## config.mk

```make
export PLATFORM = sky130hd
export DESIGN_NAME = riscv_core_dcache_axi_bridge
export DESIGN_NICKNAME = d
export VERILOG_FILES = /design/src/rtl/riscv_core_dcache_axi_bridge.sv
export SDC_FILE = /design/constraint.sdc
export NUM_CORES = 1
export LEC_CHECK = 0
export CAP_MARGIN = 25
export CORE_AREA = 2 2 458 460
export CTS_BUF_LIST = sky130_fd_sc_hd__clkbuf_8
export DETAILED_ROUTE_END_ITERATION = 7
export DIE_AREA = 0 0 460 462
export DONT_BUFFER_PORTS = 1
export HOLD_SLACK_MARGIN = 0.03
export PLACE_DENSITY = 0.3
export SLEW_MARGIN = 25
export SYNTH_ARGS = -nofsm -noshare
export SYNTH_HDL_FRONTEND = slang
export SYNTH_SLANG_ARGS = --single-unit
```

## constraint.sdc

```tcl
create_clock -name i_clk -period 15.7 [get_ports i_clk]
set_input_delay 2.355 -clock i_clk [delete_from_list [all_inputs] [get_ports i_clk]]
set_output_delay 2.355 -clock i_clk [all_outputs]
set_load 0.005 [all_outputs]
```

## src/rtl/riscv_core_dcache_axi_bridge.sv

```systemverilog
// Data-cache to AXI bridge: single-beat block refills and doubleword write-throughs.
// Every AXI-facing output is driven straight from a flop.
module riscv_core_dcache_axi_bridge #(
  parameter int ADDR_WIDTH      = 64,
  parameter int CORE_DATA_WIDTH = 64,
  parameter int AXI_DATA_WIDTH  = 256
) (
  input  logic                          i_clk,
  input  logic                          i_rst,
  input  logic                          i_mem_read_req,
  input  logic [ADDR_WIDTH-1:0]         i_mem_read_address,
  output logic                          o_mem_read_done,
  output logic [AXI_DATA_WIDTH-1:0]     o_mem_read_data,
  input  logic                          i_mem_write_valid,
  input  logic [CORE_DATA_WIDTH-1:0]    i_mem_write_data,
  input  logic [ADDR_WIDTH-1:0]         i_mem_write_address,
  input  logic [CORE_DATA_WIDTH/8-1:0]  i_mem_write_strobe,
  output logic                          o_mem_write_done,
  output logic                          o_mem_err,
  output logic                          o_axi_arvalid,
  input  logic                          i_axi_arready,
  output logic [ADDR_WIDTH-1:0]         o_axi_araddr,
  output logic [7:0]                    o_axi_arlen,
  output logic [2:0]                    o_axi_arsize,
  output logic [1:0]                    o_axi_arburst,
  input  logic                          i_axi_rvalid,
  output logic                          o_axi_rready,
  input  logic [AXI_DATA_WIDTH-1:0]     i_axi_rdata,
  input  logic [1:0]                    i_axi_rresp,
  output logic                          o_axi_awvalid,
  input  logic                          i_axi_awready,
  output logic [ADDR_WIDTH-1:0]         o_axi_awaddr,
  output logic [7:0]                    o_axi_awlen,
  output logic [2:0]                    o_axi_awsize,
  output logic [1:0]                    o_axi_awburst,
  output logic                          o_axi_wvalid,
  input  logic                          i_axi_wready,
  output logic [AXI_DATA_WIDTH-1:0]     o_axi_wdata,
  output logic [AXI_DATA_WIDTH/8-1:0]   o_axi_wstrb,
  output logic                          o_axi_wlast,
  input  logic                          i_axi_bvalid,
  output logic                          o_axi_bready,
  input  logic [1:0]                    i_axi_bresp
);

  localparam int AXI_STRB_W  = AXI_DATA_WIDTH / 8;
  localparam int CORE_STRB_W = CORE_DATA_WIDTH / 8;
  localparam int OFF_BITS    = $clog2(AXI_STRB_W);
  localparam int LANES       = AXI_DATA_WIDTH / CORE_DATA_WIDTH;
  localparam int LANE_BITS   = $clog2(LANES);
  localparam logic [2:0] AXI_SIZE = 3'(OFF_BITS);

  typedef enum logic [2:0] {
    IDLE    = 3'd0,
    RD_ADDR = 3'd1,
    RD_DATA = 3'd2,
    WR_REQ  = 3'd3,
    WR_RESP = 3'd4
  } state_t;

  state_t state, state_next;

  logic                 rd_accept, wr_accept, aw_ok, w_ok;
  logic [LANE_BITS-1:0] wr_lane;
  logic                 unused_bits;

  // The done pulses block acceptance, which enforces the idle cycle between transactions.
  assign rd_accept = (state == IDLE) && !o_mem_read_done && !o_mem_write_done && i_mem_read_req;
  assign wr_accept = (state == IDLE) && !o_mem_read_done && !o_mem_write_done &&
                     !i_mem_read_req && i_mem_write_valid;
  assign aw_ok     = !o_axi_awvalid || i_axi_awready;
  assign w_ok      = !o_axi_wvalid || i_axi_wready;
  assign wr_lane   = i_mem_write_address[OFF_BITS-1 -: LANE_BITS];

  assign unused_bits = ^{i_mem_read_address[OFF_BITS-1:0],
                         i_mem_write_address[OFF_BITS-LANE_BITS-1:0],
                         i_axi_rresp[0], i_axi_bresp[0]};

  assign o_axi_arlen   = 8'd0;
  assign o_axi_arsize  = AXI_SIZE;
  assign o_axi_arburst = 2'b01;
  assign o_axi_awlen   = 8'd0;
  assign o_axi_awsize  = AXI_SIZE;
  assign o_axi_awburst = 2'b01;
  assign o_axi_wlast   = 1'b1;

  always_ff @(posedge i_clk or posedge i_rst) begin
    if (i_rst) state <= IDLE;
    else       state <= state_next;
  end

  always_comb begin
    state_next = state;
    case (state)
      IDLE: begin
        if (rd_accept)      state_next = RD_ADDR;
        else if (wr_accept) state_next = WR_REQ;
      end
      RD_ADDR: if (i_axi_arready)  state_next = RD_DATA;
      RD_DATA: if (i_axi_rvalid)   state_next = IDLE;
      WR_REQ:  if (aw_ok && w_ok)  state_next = WR_RESP;
      WR_RESP: if (i_axi_bvalid)   state_next = IDLE;
      default:                     state_next = IDLE;
    endcase
  end

  always_ff @(posedge i_clk or posedge i_rst) begin
    if (i_rst) begin
      o_axi_arvalid    <= 1'b0;
      o_axi_araddr     <= '0;
      o_axi_rready     <= 1'b0;
      o_axi_awvalid    <= 1'b0;
      o_axi_awaddr     <= '0;
      o_axi_wvalid     <= 1'b0;
      o_axi_wdata      <= '0;
      o_axi_wstrb      <= '0;
      o_axi_bready     <= 1'b0;
      o_mem_read_done  <= 1'b0;
      o_mem_read_data  <= '0;
      o_mem_write_done <= 1'b0;
      o_mem_err        <= 1'b0;
    end else begin
      o_mem_read_done  <= 1'b0;
      o_mem_write_done <= 1'b0;
      o_mem_err        <= 1'b0;
      case (state)
        IDLE: begin
          if (rd_accept) begin
            o_axi_araddr  <= {i_mem_read_address[ADDR_WIDTH-1:OFF_BITS], {OFF_BITS{1'b0}}};
            o_axi_arvalid <= 1'b1;
          end else if (wr_accept) begin
            o_axi_awaddr  <= {i_mem_write_address[ADDR_WIDTH-1:OFF_BITS], {OFF_BITS{1'b0}}};
            o_axi_wdata   <= {LANES{i_mem_write_data}};
            o_axi_wstrb   <= AXI_STRB_W'(i_mem_write_strobe) << (wr_lane * CORE_STRB_W);
            o_axi_awvalid <= 1'b1;
            o_axi_wvalid  <= 1'b1;
          end
        end
        RD_ADDR: begin
          if (i_axi_arready) begin
            o_axi_arvalid <= 1'b0;
            o_axi_rready  <= 1'b1;
          end
        end
        RD_DATA: begin
          if (i_axi_rvalid) begin
            o_axi_rready    <= 1'b0;
            o_mem_read_data <= i_axi_rdata;
            o_mem_read_done <= 1'b1;
            o_mem_err       <= i_axi_rresp[1];
          end
        end
        WR_REQ: begin
          // AW and W retire independently; B is only opened once both have gone.
          if (i_axi_awready) o_axi_awvalid <= 1'b0;
          if (i_axi_wready)  o_axi_wvalid  <= 1'b0;
          if (aw_ok && w_ok) o_axi_bready  <= 1'b1;
        end
        WR_RESP: begin
          if (i_axi_bvalid) begin
            o_axi_bready     <= 1'b0;
            o_mem_write_done <= 1'b1;
            o_mem_err        <= i_axi_bresp[1];
          end
        end
        default: ;
      endcase
    end
  end

endmodule

```

==> reports/metrics.yaml <==
status: "finished, final reports clean"
core_um2: 208000
portBuffers: 0
ir_drop_uv: 93.7
cts_sinks: 481
vias: 10365
p_leak_nw: 9.13
reg2reg_depth: 6
mostFrequentLayoutCells: "dfrtp_1, mux2_2, clkbuf_8, mux2_1, inv_1"
critPathLaunchType: "primary input"
power_mw: 5.16
grt_pass1_vias: 11263
root_buffer: "clkbuf_8"
path_cells: "nand3b_1 -> nor2_4 -> buf_4 -> buf_12 -> buf_4 -> mux2_2"
synth-seq-area-share: 0.606
cp.arrival_ps: 5400
path_class: "in2reg"
initial_core_util: 0.0954
post_cts_resized: 0
drc_errors: 0
setup_viol: 0
cts_setup_buffers: 0
ys_async_sr_fraction: 1.00
clk_pin_slew_ps: 50
drive_gt1_frac: 0.405
tightest_slew_ps: 1070
ioPinCount: 1176
cp.required_ps: 16340
crit_path_top_delay_cell: "buf_4"
tns_ps: 0
syn_area_um2: 19900
hold_viol: 0
p_switching_mw: 1.95
antenna_found_initial: 70
crit_top_cell: "buf_4"
cts_tree: "done"
fin_crit_ps: 4770
rows: 168
max-slew-margin-rel: 0.288
synth_seq_cells: 481
grt_usage: 0.0764
first_pass_iters: 4
power_density_nw_per_um2: 219
clock_skew_ps: 65.3
synth-edff-count: 0
cts_made_buffers: 91
area_growth_pct: 18.8
via_per_inst: 2.59
fin_crit_sh: 0.304
ant_nets: 0
p_clk_frac: 0.267
end_kind: "register"
die_h_um: 462
max_freq_mhz: 210
htreeDepth: 3
cpPeakStageDelay_ps: 830
die_area_um2: 213000
synth_cell_type_count: 34
synth_cells: 1332
whs_path_depth: 1
drtIter0Drc: 492
rsz0062_at_grt: "false"
ys.flop_type: "dfrtp_1"
gr-total-overflow: 0
die_x_um: 460
maxSlewViolCount: 0
synth_top_area_frac: 0.606
sequentialPowerShare: 0.559
layout_commonest_cell: "dfrtp_1"
ctsHoldBuffers: 0
dp_hpwl_um: 68800
avgSynthCellArea_um2: 14.9
gp_congestion: 0.767
hold_class: "reg2reg"
combinationalPowerShare: 0.174
max_cap_viol_count: 0
fin_util: 0.113
grt_max_degree: 130
routed_wl_um: 85600
cp_max_fo: 129
nNetsFinal: 1657
internal-power_mw: 3.20
ys_warn_count: 0
clock_latency_ps: 810
cts_buffer_depth: 3
routedWlPerCell_um: 21.4
nFillCells: 23516
synth.largest_area_cell: "dfrtp_1"
grt_pass1_wl_um: 109000
swShare: 0.379
synth.area.top_cells: "dfrtp_1, mux2_2, buf_4"
per-stage QoR:
| step | hold WS (ps) | cell area (µm²) | cells | worst slack [ps] |
|---|---|---|---|---|
| floorplan | 483 | 20000 | 1367 | 6830 |
| global placement | 505 | 21500 | 3815 | 10380 |
| detailed placement | 504 | 21500 | 3815 | 10250 |
| CTS | 517 | 23500 | 3977 | 11200 |
| global route | 532 | 23500 | 3991 | 10880 |
| finish | 512 | 23600 | 4005 | 10930 |
power groups by stage:
| stage | Sequential, mW | Combinational [mW] | Clock [mW] |
|---|---|---|---|
| after detailed placement | 2.96 | 0.919 | 0 |
| after floorplan | 2.29 | 1.20 | 0 |
| after global placement | 3.00 | 0.872 | 0 |
| after CTS | 2.96 | 0.916 | 1.47 |
| after global routing | 3.02 | 0.991 | 1.52 |
| final | 2.88 | 0.897 | 1.38 |
synthesized netlist by cell type, types with 3 or more instances:
| cell | number |
|---|---|
| nor2_1 | 6 |
| nand2b_1 | 4 |
| and3_1 | 8 |
| buf_6 | 10 |
| inv_1 | 24 |
| buf_2 | 26 |
| mux2i_1 | 21 |
| dfrtp_1 | 481 |
| buf_1 | 5 |
| mux2_2 | 352 |
| o21ai_0 | 3 |
| nand2_1 | 26 |
| clkbuf_1 | 11 |
| buf_4 | 233 |
| mux2_1 | 97 |
metal layers:
metal	global-route usage	vias to the layer above	wire length, µm
met5	0	-	195
met4	0.0433	28	4320
met3	0.0530	235	13600
met2	0.132	935	42500
met1	0.0648	5106	24900
li1	-	4061	-
cell families after synthesis:
logic type / after synthesis / synth area share
other: 2 / 0.000378
buffers and inverters: 309 / 0.108
multiplexers: 470 / 0.265
AO/OA/AOI/OAI: 12 / 0.00460
flip-flops: 481 / 0.606
AND/OR/NAND/NOR: 58 / 0.0156
sequential cells by signal, indices dropped and copies added, names as in the netlist, 3 cells and up:
signal           flops
state                3
o_axi_araddr        59
o_axi_wdata         64
o_axi_awaddr        59
o_axi_wstrb         32
o_mem_read_data    256
layout make-up:
type	instances	area, µm²	share of cell area
antenna	28	70.1	0.00297
multi-input combinational	577	5810	0.247
inverter	24	93.8	0.00398
sequential	481	12000	0.510
clock buffer	109	1500	0.0636
tap	2720	3400	0.144
clock inverter	53	515	0.0219
timing repair buffer	13	148	0.00626
worst paths after layout:
path / startpoint / end / slack [ps]
min reg2reg: o_axi_awaddr[13] / o_axi_awaddr[13] / 510
max reg2reg: state[2] / o_mem_read_data[139] / 11850
max: i_axi_rvalid / o_mem_read_data[139] / 10930
min: o_axi_awaddr[13] / o_axi_awaddr[13] / 510
max in group asynchronous: i_rst / o_axi_awaddr[18] / 11570
min in group asynchronous: i_rst / o_mem_read_data[60] / 1500
worst max-delay path: cells and delay by family:
kind | cells | cell delay [ps]
buffers and inverters | 3 | 1860
muxes | 1 | 420
and+or+nand+nor | 2 | 230
(Power assumes the default switching activity.)
